===== src/rtl/output_collector.sv =====
// ---------------------------------------------------------------------------
// output_collector
//
// Purpose:
//   Receiving end of the controller's output-marking interface. Each
//   output_valid pulse is captured with its coordinates and accumulation word
//   into a small FIFO. The FIFO head is presented as a valid/ready stream.
//   The block checks arrival order against the controller's loop order
//   (channel innermost, then y, then x). It raises sticky flags for dropped
//   and stray outputs. It pulses done once the whole tensor has been
//   received and drained.
//
// Ports:
//   clk                  - single clock, rising edge
//   arst_n_in            - asynchronous active-low reset
//   start                - arms a new run (only honoured in IDLE)
//   output_valid         - one-cycle pulse marking a finished output
//   output_x/_y/_ch      - coordinates of that output
//   output_data          - accumulation word aligned with output_valid
//   out_valid/out_ready  - stream handshake towards the consumer
//   out_data/_x/_y/_ch   - head FIFO entry, zero while the FIFO is empty
//   collecting           - high in COLLECT and DRAIN
//   done                 - one-cycle pulse when the run is complete
//   overflow             - sticky, an output was dropped on a full FIFO
//   order_error          - sticky, coordinates differed from expected order
//   stray_output         - sticky, output_valid seen outside COLLECT
//   outputs_received     - saturating count of pulses accepted in COLLECT
// ---------------------------------------------------------------------------
module output_collector #(
  parameter int ACCUMULATION_WIDTH = 32,
  parameter int FEATURE_MAP_WIDTH  = 1024,
  parameter int FEATURE_MAP_HEIGHT = 1024,
  parameter int OUTPUT_NB_CHANNELS = 64,
  parameter int FIFO_DEPTH         = 4
) (
  input  logic                          clk,
  input  logic                          arst_n_in,
  input  logic                          start,
  input  logic                          output_valid,
  input  logic [31:0]                   output_x,
  input  logic [31:0]                   output_y,
  input  logic [31:0]                   output_ch,
  input  logic [ACCUMULATION_WIDTH-1:0] output_data,
  output logic                          out_valid,
  input  logic                          out_ready,
  output logic [ACCUMULATION_WIDTH-1:0] out_data,
  output logic [31:0]                   out_x,
  output logic [31:0]                   out_y,
  output logic [31:0]                   out_ch,
  output logic                          collecting,
  output logic                          done,
  output logic                          overflow,
  output logic                          order_error,
  output logic                          stray_output,
  output logic [31:0]                   outputs_received
);

  localparam int AW = $clog2(FIFO_DEPTH);

  localparam logic [1:0] S_IDLE    = 2'd0;
  localparam logic [1:0] S_COLLECT = 2'd1;
  localparam logic [1:0] S_DRAIN   = 2'd2;
  localparam logic [1:0] S_DONE    = 2'd3;

  localparam logic [31:0] LAST_IDX =
    32'(FEATURE_MAP_WIDTH * FEATURE_MAP_HEIGHT * OUTPUT_NB_CHANNELS - 1);
  localparam logic [31:0] LAST_X  = 32'(FEATURE_MAP_WIDTH - 1);
  localparam logic [31:0] LAST_Y  = 32'(FEATURE_MAP_HEIGHT - 1);
  localparam logic [31:0] LAST_CH = 32'(OUTPUT_NB_CHANNELS - 1);

  logic [1:0]  r_state;
  logic [AW:0] r_wrPtr;
  logic [AW:0] r_rdPtr;
  logic [31:0] r_expX;
  logic [31:0] r_expY;
  logic [31:0] r_expCh;
  logic [31:0] r_received;
  logic        r_overflow;
  logic        r_orderError;
  logic        r_stray;

  logic [ACCUMULATION_WIDTH-1:0] r_memData [FIFO_DEPTH];
  logic [31:0]                   r_memX    [FIFO_DEPTH];
  logic [31:0]                   r_memY    [FIFO_DEPTH];
  logic [31:0]                   r_memCh   [FIFO_DEPTH];

  logic        w_empty;
  logic        w_full;
  logic        w_pop;
  logic        w_start;
  logic        w_pushReq;
  logic        w_store;
  logic        w_mismatch;
  logic        w_lastPush;
  logic [31:0] w_nextX;
  logic [31:0] w_nextY;
  logic [31:0] w_nextCh;

  // Extra pointer MSB distinguishes full (MSBs differ) from empty (equal).
  assign w_empty    = (r_wrPtr == r_rdPtr);
  assign w_full     = (r_wrPtr[AW] != r_rdPtr[AW]) &&
                      (r_wrPtr[AW-1:0] == r_rdPtr[AW-1:0]);
  assign w_pop      = !w_empty && out_ready;
  assign w_start    = (r_state == S_IDLE) && start;
  assign w_pushReq  = (r_state == S_COLLECT) && output_valid;
  // A pop in the same cycle frees the slot, so a full FIFO still accepts.
  assign w_store    = w_pushReq && (!w_full || w_pop);
  assign w_mismatch = (output_x != r_expX) || (output_y != r_expY) ||
                      (output_ch != r_expCh);
  assign w_lastPush = w_pushReq && (r_received == LAST_IDX);

  // Expected coordinates: channel innermost, then y, then x, each wrapping.
  always_comb begin
    w_nextX  = r_expX;
    w_nextY  = r_expY;
    w_nextCh = r_expCh + 32'd1;
    if (r_expCh == LAST_CH) begin
      w_nextCh = 32'd0;
      w_nextY  = r_expY + 32'd1;
      if (r_expY == LAST_Y) begin
        w_nextY = 32'd0;
        w_nextX = (r_expX == LAST_X) ? 32'd0 : r_expX + 32'd1;
      end
    end
  end

  always_ff @(posedge clk or negedge arst_n_in) begin
    if (!arst_n_in) begin
      r_state <= S_IDLE;
    end else begin
      case (r_state)
        S_IDLE:    if (start) r_state <= S_COLLECT;
        S_COLLECT: if (w_lastPush) r_state <= S_DRAIN;
        S_DRAIN:   if (w_empty) r_state <= S_DONE;
        default:   r_state <= S_IDLE;
      endcase
    end
  end

  always_ff @(posedge clk or negedge arst_n_in) begin
    if (!arst_n_in) begin
      r_wrPtr <= '0;
      r_rdPtr <= '0;
    end else if (w_start) begin
      r_wrPtr <= '0;
      r_rdPtr <= '0;
    end else begin
      if (w_store) r_wrPtr <= r_wrPtr + (AW+1)'(1);
      if (w_pop)   r_rdPtr <= r_rdPtr + (AW+1)'(1);
    end
  end

  // Storage is deliberately not reset; outputs are gated by out_valid.
  always_ff @(posedge clk) begin
    if (w_store) begin
      r_memData[r_wrPtr[AW-1:0]] <= output_data;
      r_memX[r_wrPtr[AW-1:0]]    <= output_x;
      r_memY[r_wrPtr[AW-1:0]]    <= output_y;
      r_memCh[r_wrPtr[AW-1:0]]   <= output_ch;
    end
  end

  // Counters advance on every pulse in COLLECT, stored or dropped.
  always_ff @(posedge clk or negedge arst_n_in) begin
    if (!arst_n_in) begin
      r_expX       <= '0;
      r_expY       <= '0;
      r_expCh      <= '0;
      r_received   <= '0;
      r_overflow   <= 1'b0;
      r_orderError <= 1'b0;
      r_stray      <= 1'b0;
    end else if (w_start) begin
      r_expX       <= '0;
      r_expY       <= '0;
      r_expCh      <= '0;
      r_received   <= '0;
      r_overflow   <= 1'b0;
      r_orderError <= 1'b0;
      r_stray      <= 1'b0;
    end else begin
      if (w_pushReq) begin
        r_expX  <= w_nextX;
        r_expY  <= w_nextY;
        r_expCh <= w_nextCh;
        if (r_received != 32'hFFFF_FFFF) r_received <= r_received + 32'd1;
        if (w_mismatch) r_orderError <= 1'b1;
        if (!w_store)   r_overflow   <= 1'b1;
      end
      if (output_valid && (r_state != S_COLLECT)) r_stray <= 1'b1;
    end
  end

  assign out_valid        = !w_empty;
  assign out_data         = out_valid ? r_memData[r_rdPtr[AW-1:0]] : '0;
  assign out_x            = out_valid ? r_memX[r_rdPtr[AW-1:0]]    : '0;
  assign out_y            = out_valid ? r_memY[r_rdPtr[AW-1:0]]    : '0;
  assign out_ch           = out_valid ? r_memCh[r_rdPtr[AW-1:0]]   : '0;
  assign collecting       = (r_state == S_COLLECT) || (r_state == S_DRAIN);
  assign done             = (r_state == S_DONE);
  assign overflow         = r_overflow;
  assign order_error      = r_orderError;
  assign stray_output     = r_stray;
  assign outputs_received = r_received;

endmodule

===== config.mk =====
export PLATFORM = sky130hd
export DESIGN_NAME = output_collector
export DESIGN_NICKNAME = d
export VERILOG_FILES = /design/src/rtl/output_collector.sv
export SDC_FILE = /design/constraint.sdc
export NUM_CORES = 1
export LEC_CHECK = 0
export CORE_UTILIZATION = 33
export CTS_BUF_LIST = sky130_fd_sc_hd__clkbuf_8
export DETAILED_ROUTE_END_ITERATION = 7
export PLACE_DENSITY = 0.57
export SETUP_SLACK_MARGIN = 0.2
export SLEW_MARGIN = 25
export SYNTH_ARGS = -nofsm -noshare
export SYNTH_HDL_FRONTEND = slang
export SYNTH_SLANG_ARGS = --single-unit

===== constraint.sdc =====
create_clock -name clk -period 13.8 [get_ports clk]
set_input_delay 2.76 -clock clk [delete_from_list [all_inputs] [get_ports clk]]
set_output_delay 2.76 -clock clk [all_outputs]
set_load 0.01 [all_outputs]

==> run metrics <==
combinational fraction of design power=36.1%; drt drc=0; VDD IR max=about 0.15 mV; EDFF count, synth=512; Layout area overhead=22.9%; Die X=293 µm; placed insts=3,165; synth warn=0; Tmin final=6.77 ns; clock sink count=about 650; CP top delay family=buffers and inverters; CP Max Fanout=36; worst slew pin tran=0.990 ns; final instance area=34,400 µm²; Worst Path Required=11.04 ns; Hold Fails Final Rpt=0; sequence of cells on the critical path=buf_4 > buf_16 > buf_4 > mux4_2 > and2_1 > clkdlybuf4s50_1; syn avg cell area=15.5 µm²; Hold Path Sink=overflow; RR Endpoint=r_expX[17]; Initial Util=33.4%; total internal power=4.41 mW; gr usage total=between 15 and 20%; Worst-path clk slew=0.06 ns; Core ar.=83,700 µm²; crit-path most repeated cell=buf_4; Synth top area share=55.0%; CTS Buf Count=113; die height=293 µm; LEAKAGE=11.6 nW; WHS=0.521 ns; Switching Fraction=about 31%; count of pins over their slew limit=0; Psw=between 2 and 2.5 mW; CP Launch Type=register; Mapped Nets=1,949; setup ws final=7.03 ns; Worst Reg-to-Reg Cells=8; commonest non-fill, non-tap cells in the layout=edfxtp_1 (512), clkdlybuf4s50_1 (297), dfrtp_1 (137), and2_1 (135), mux4_2 (128); worst-case clock buffer depth=3; TNS Setup=0 ns; DR pass1 iterations=5; RSZ-0062 raised after global routing=no; Worst-Skew Late Latency=between 0.7 and 0.8 ns; prevailing post-synth register cell=edfxtp_1; number of global-route vias before repair=17.7k; setup bufs post-CTS=0; layout cells sized above 1=14.2%; critical setup path kind=reg -> out; Finished Core Util=between 40% and 50%; final count of negative-setup-slack endpoints=0; htree depth=3; # Max-Cap Violations=0; startpoint of the worst hold path=overflow; Rel. slew slack=34.0%; Max stage delay on crit path=between 0.6 and 0.7 ns; WL final=roughly 74 mm; HP Class=reg -> reg; slowest stage cell, crit path=buf_4; async set or reset register ratio after synthesis=a little over a fifth; routed via count=17.0k; largest net degree at the start of global routing=82; global-route wire length before repair=112 mm; placed inst area=between 30,000 and 40,000 µm²; CTS root buf=clkbuf_8; crit path capture type=output pin; Reg2Reg Launch Point=r_expCh[0]; Layout Cells excl Fill=3,380; Clock Skews=0.0458 ns; Vias/cell=5.03; Yosys top cell by area=edfxtp_1; register area share after synthesis=67.5%; Design Power=~6.4 mW; commonest non-fill, non-tap cell in the layout=edfxtp_1; Post-DRT Antenna Nets=0; Seq pwr share=37.2%; reg-to-reg slack, setup=10.37 ns; IO Pins=between 200 and 300; Bufs and invs on worst path=4; input/output buffers=298; Final period util=49.1%; Cells after Synth=1,803; GPL Wtd Cong=0.902; CTS tree=yes; full die area=85,900 µm²; status=complete, no violations; crit path DAT=4.01 ns; fmax=148 MHz; top cells by area, synth=edfxtp_1 (55%), dfrtp_1 (12%), mux4_2 (10%); initial antenna violation count=5; FP Rows=106; power share of the clock group=26.7%; drt wl/cell=22.0 µm; library cells used by synthesis=60; cts repair resizes=0; DPL Wire Length=49.5 mm; Detailed Route Iter0 Violations=1,043; pwr dens=187 nW/µm²; hold path cells=2; Post-CTS Hold Fix Bufs=0; nets@finish=roughly 2.3k; global route overflow=0; Post-Synthesis Cell Area=28,000 µm²; pre-CTS setup slack=7.43 ns; number of synthesized register bits=about 650
[synthesized netlist by cell type (19+ instances only)]
library cell / count
inv_1: 19
nand2_1: 77
xnor2_1: 102
edfxtp_1: 512
and3_1: 22
nor4_1: 24
mux4_2: 128
nand4_1: 60
or3_1: 27
dfrtp_1: 139
o21ai_0: 64
o31ai_1: 23
xor2_1: 50
a21oi_1: 50
nor2_1: 99
nand3_1: 51
and2_1: 140
buf_2: 23
clkbuf_1: 56
[power groups by stage]
| stage | combinational, mW | clock, mW | sequential (mW) |
|---|---|---|---|
| after floorplan | 1.23 | 0 | 2.41 |
| after global placement | 2.37 | 0 | 2.42 |
| after detailed placement | 2.37 | 0 | 2.43 |
| after CTS | 2.38 | 1.78 | 2.39 |
| after global routing | 2.51 | 1.86 | 2.41 |
| final | 2.32 | 1.71 | 2.39 |
[worst min-delay path: cells and delay by family (launching register included)]
kind               cells  cell delay [ns]
AOI/OAI and AO/OA      1             0.05
DFF                    1             0.36
and+or+nand+nor        1             0.08
[how the worst max path moves through the flow]
stage / startpoint / end / slack (ns) / cells after the start
floorplan: output_valid / r_memCh[3][0] / 7.16 / 3
global placement: r_rdPtr[0] / out_x[31] / 7.42 / 5
detailed placement: r_rdPtr[0] / out_x[31] / 7.43 / 5
CTS: r_rdPtr[0] / out_x[24] / 6.61 / 5
global route: r_rdPtr[0] / out_ch[30] / 6.68 / 6
finish: r_rdPtr[0] / out_ch[30] / 7.03 / 6
[logic make-up (layout without fill, tap and decap cells)]
logic type | Yosys count | count (layout) | synth area share [%]
AO/OA/AOI/OAI | 177 | 177 | 3.80
XOR/XNOR | 152 | 152 | 4.76
adder cells (fa/ha/maj) | 13 | 13 | 0.582
buffers and inverters | 110 | 551 | 1.69
flip-flops | 651 | 651 | 67.5
multiplexers | 131 | 131 | 10.4
other | 0 | 2 | 0
AND/OR/NAND/NOR | 569 | 569 | 11.3
[state kept, by name (all words and copies together) (netlist names)]
| signal | count |
|---|---|
| order_error | 1 |
| outputs_received | 32 |
| overflow | 1 |
| r_expCh | 32 |
| r_expX | 32 |
| r_expY | 32 |
| r_memCh | 128 |
| r_memData | 128 |
| r_memX | 128 |
| r_memY | 128 |
| r_rdPtr | 3 |
| r_state | 2 |
| r_wrPtr | 3 |
| stray_output | 1 |
[area by class of cell]
class / instances / area (µm²)
antenna: 2 / 5.00
multi-input combinational: 1042 / 8640
inverter: 19 / 71.3
clock inverter: 94 / 568
timing repair buffer: 320 / 3170
fill: 7638 / 49300
sequential: 651 / 18900
tap: 1134 / 1420
clock buffer: 118 / 1620
[routing by layer]
layer / GRT usage, % / wire [µm]
met1: 22.8 / 31400
met2: 28.2 / 36000
met3: 4.15 / 5020
met4: 5.73 / 1800
met5: 0 / 46
No activity file was read; power rests on OpenSTA's default activity.
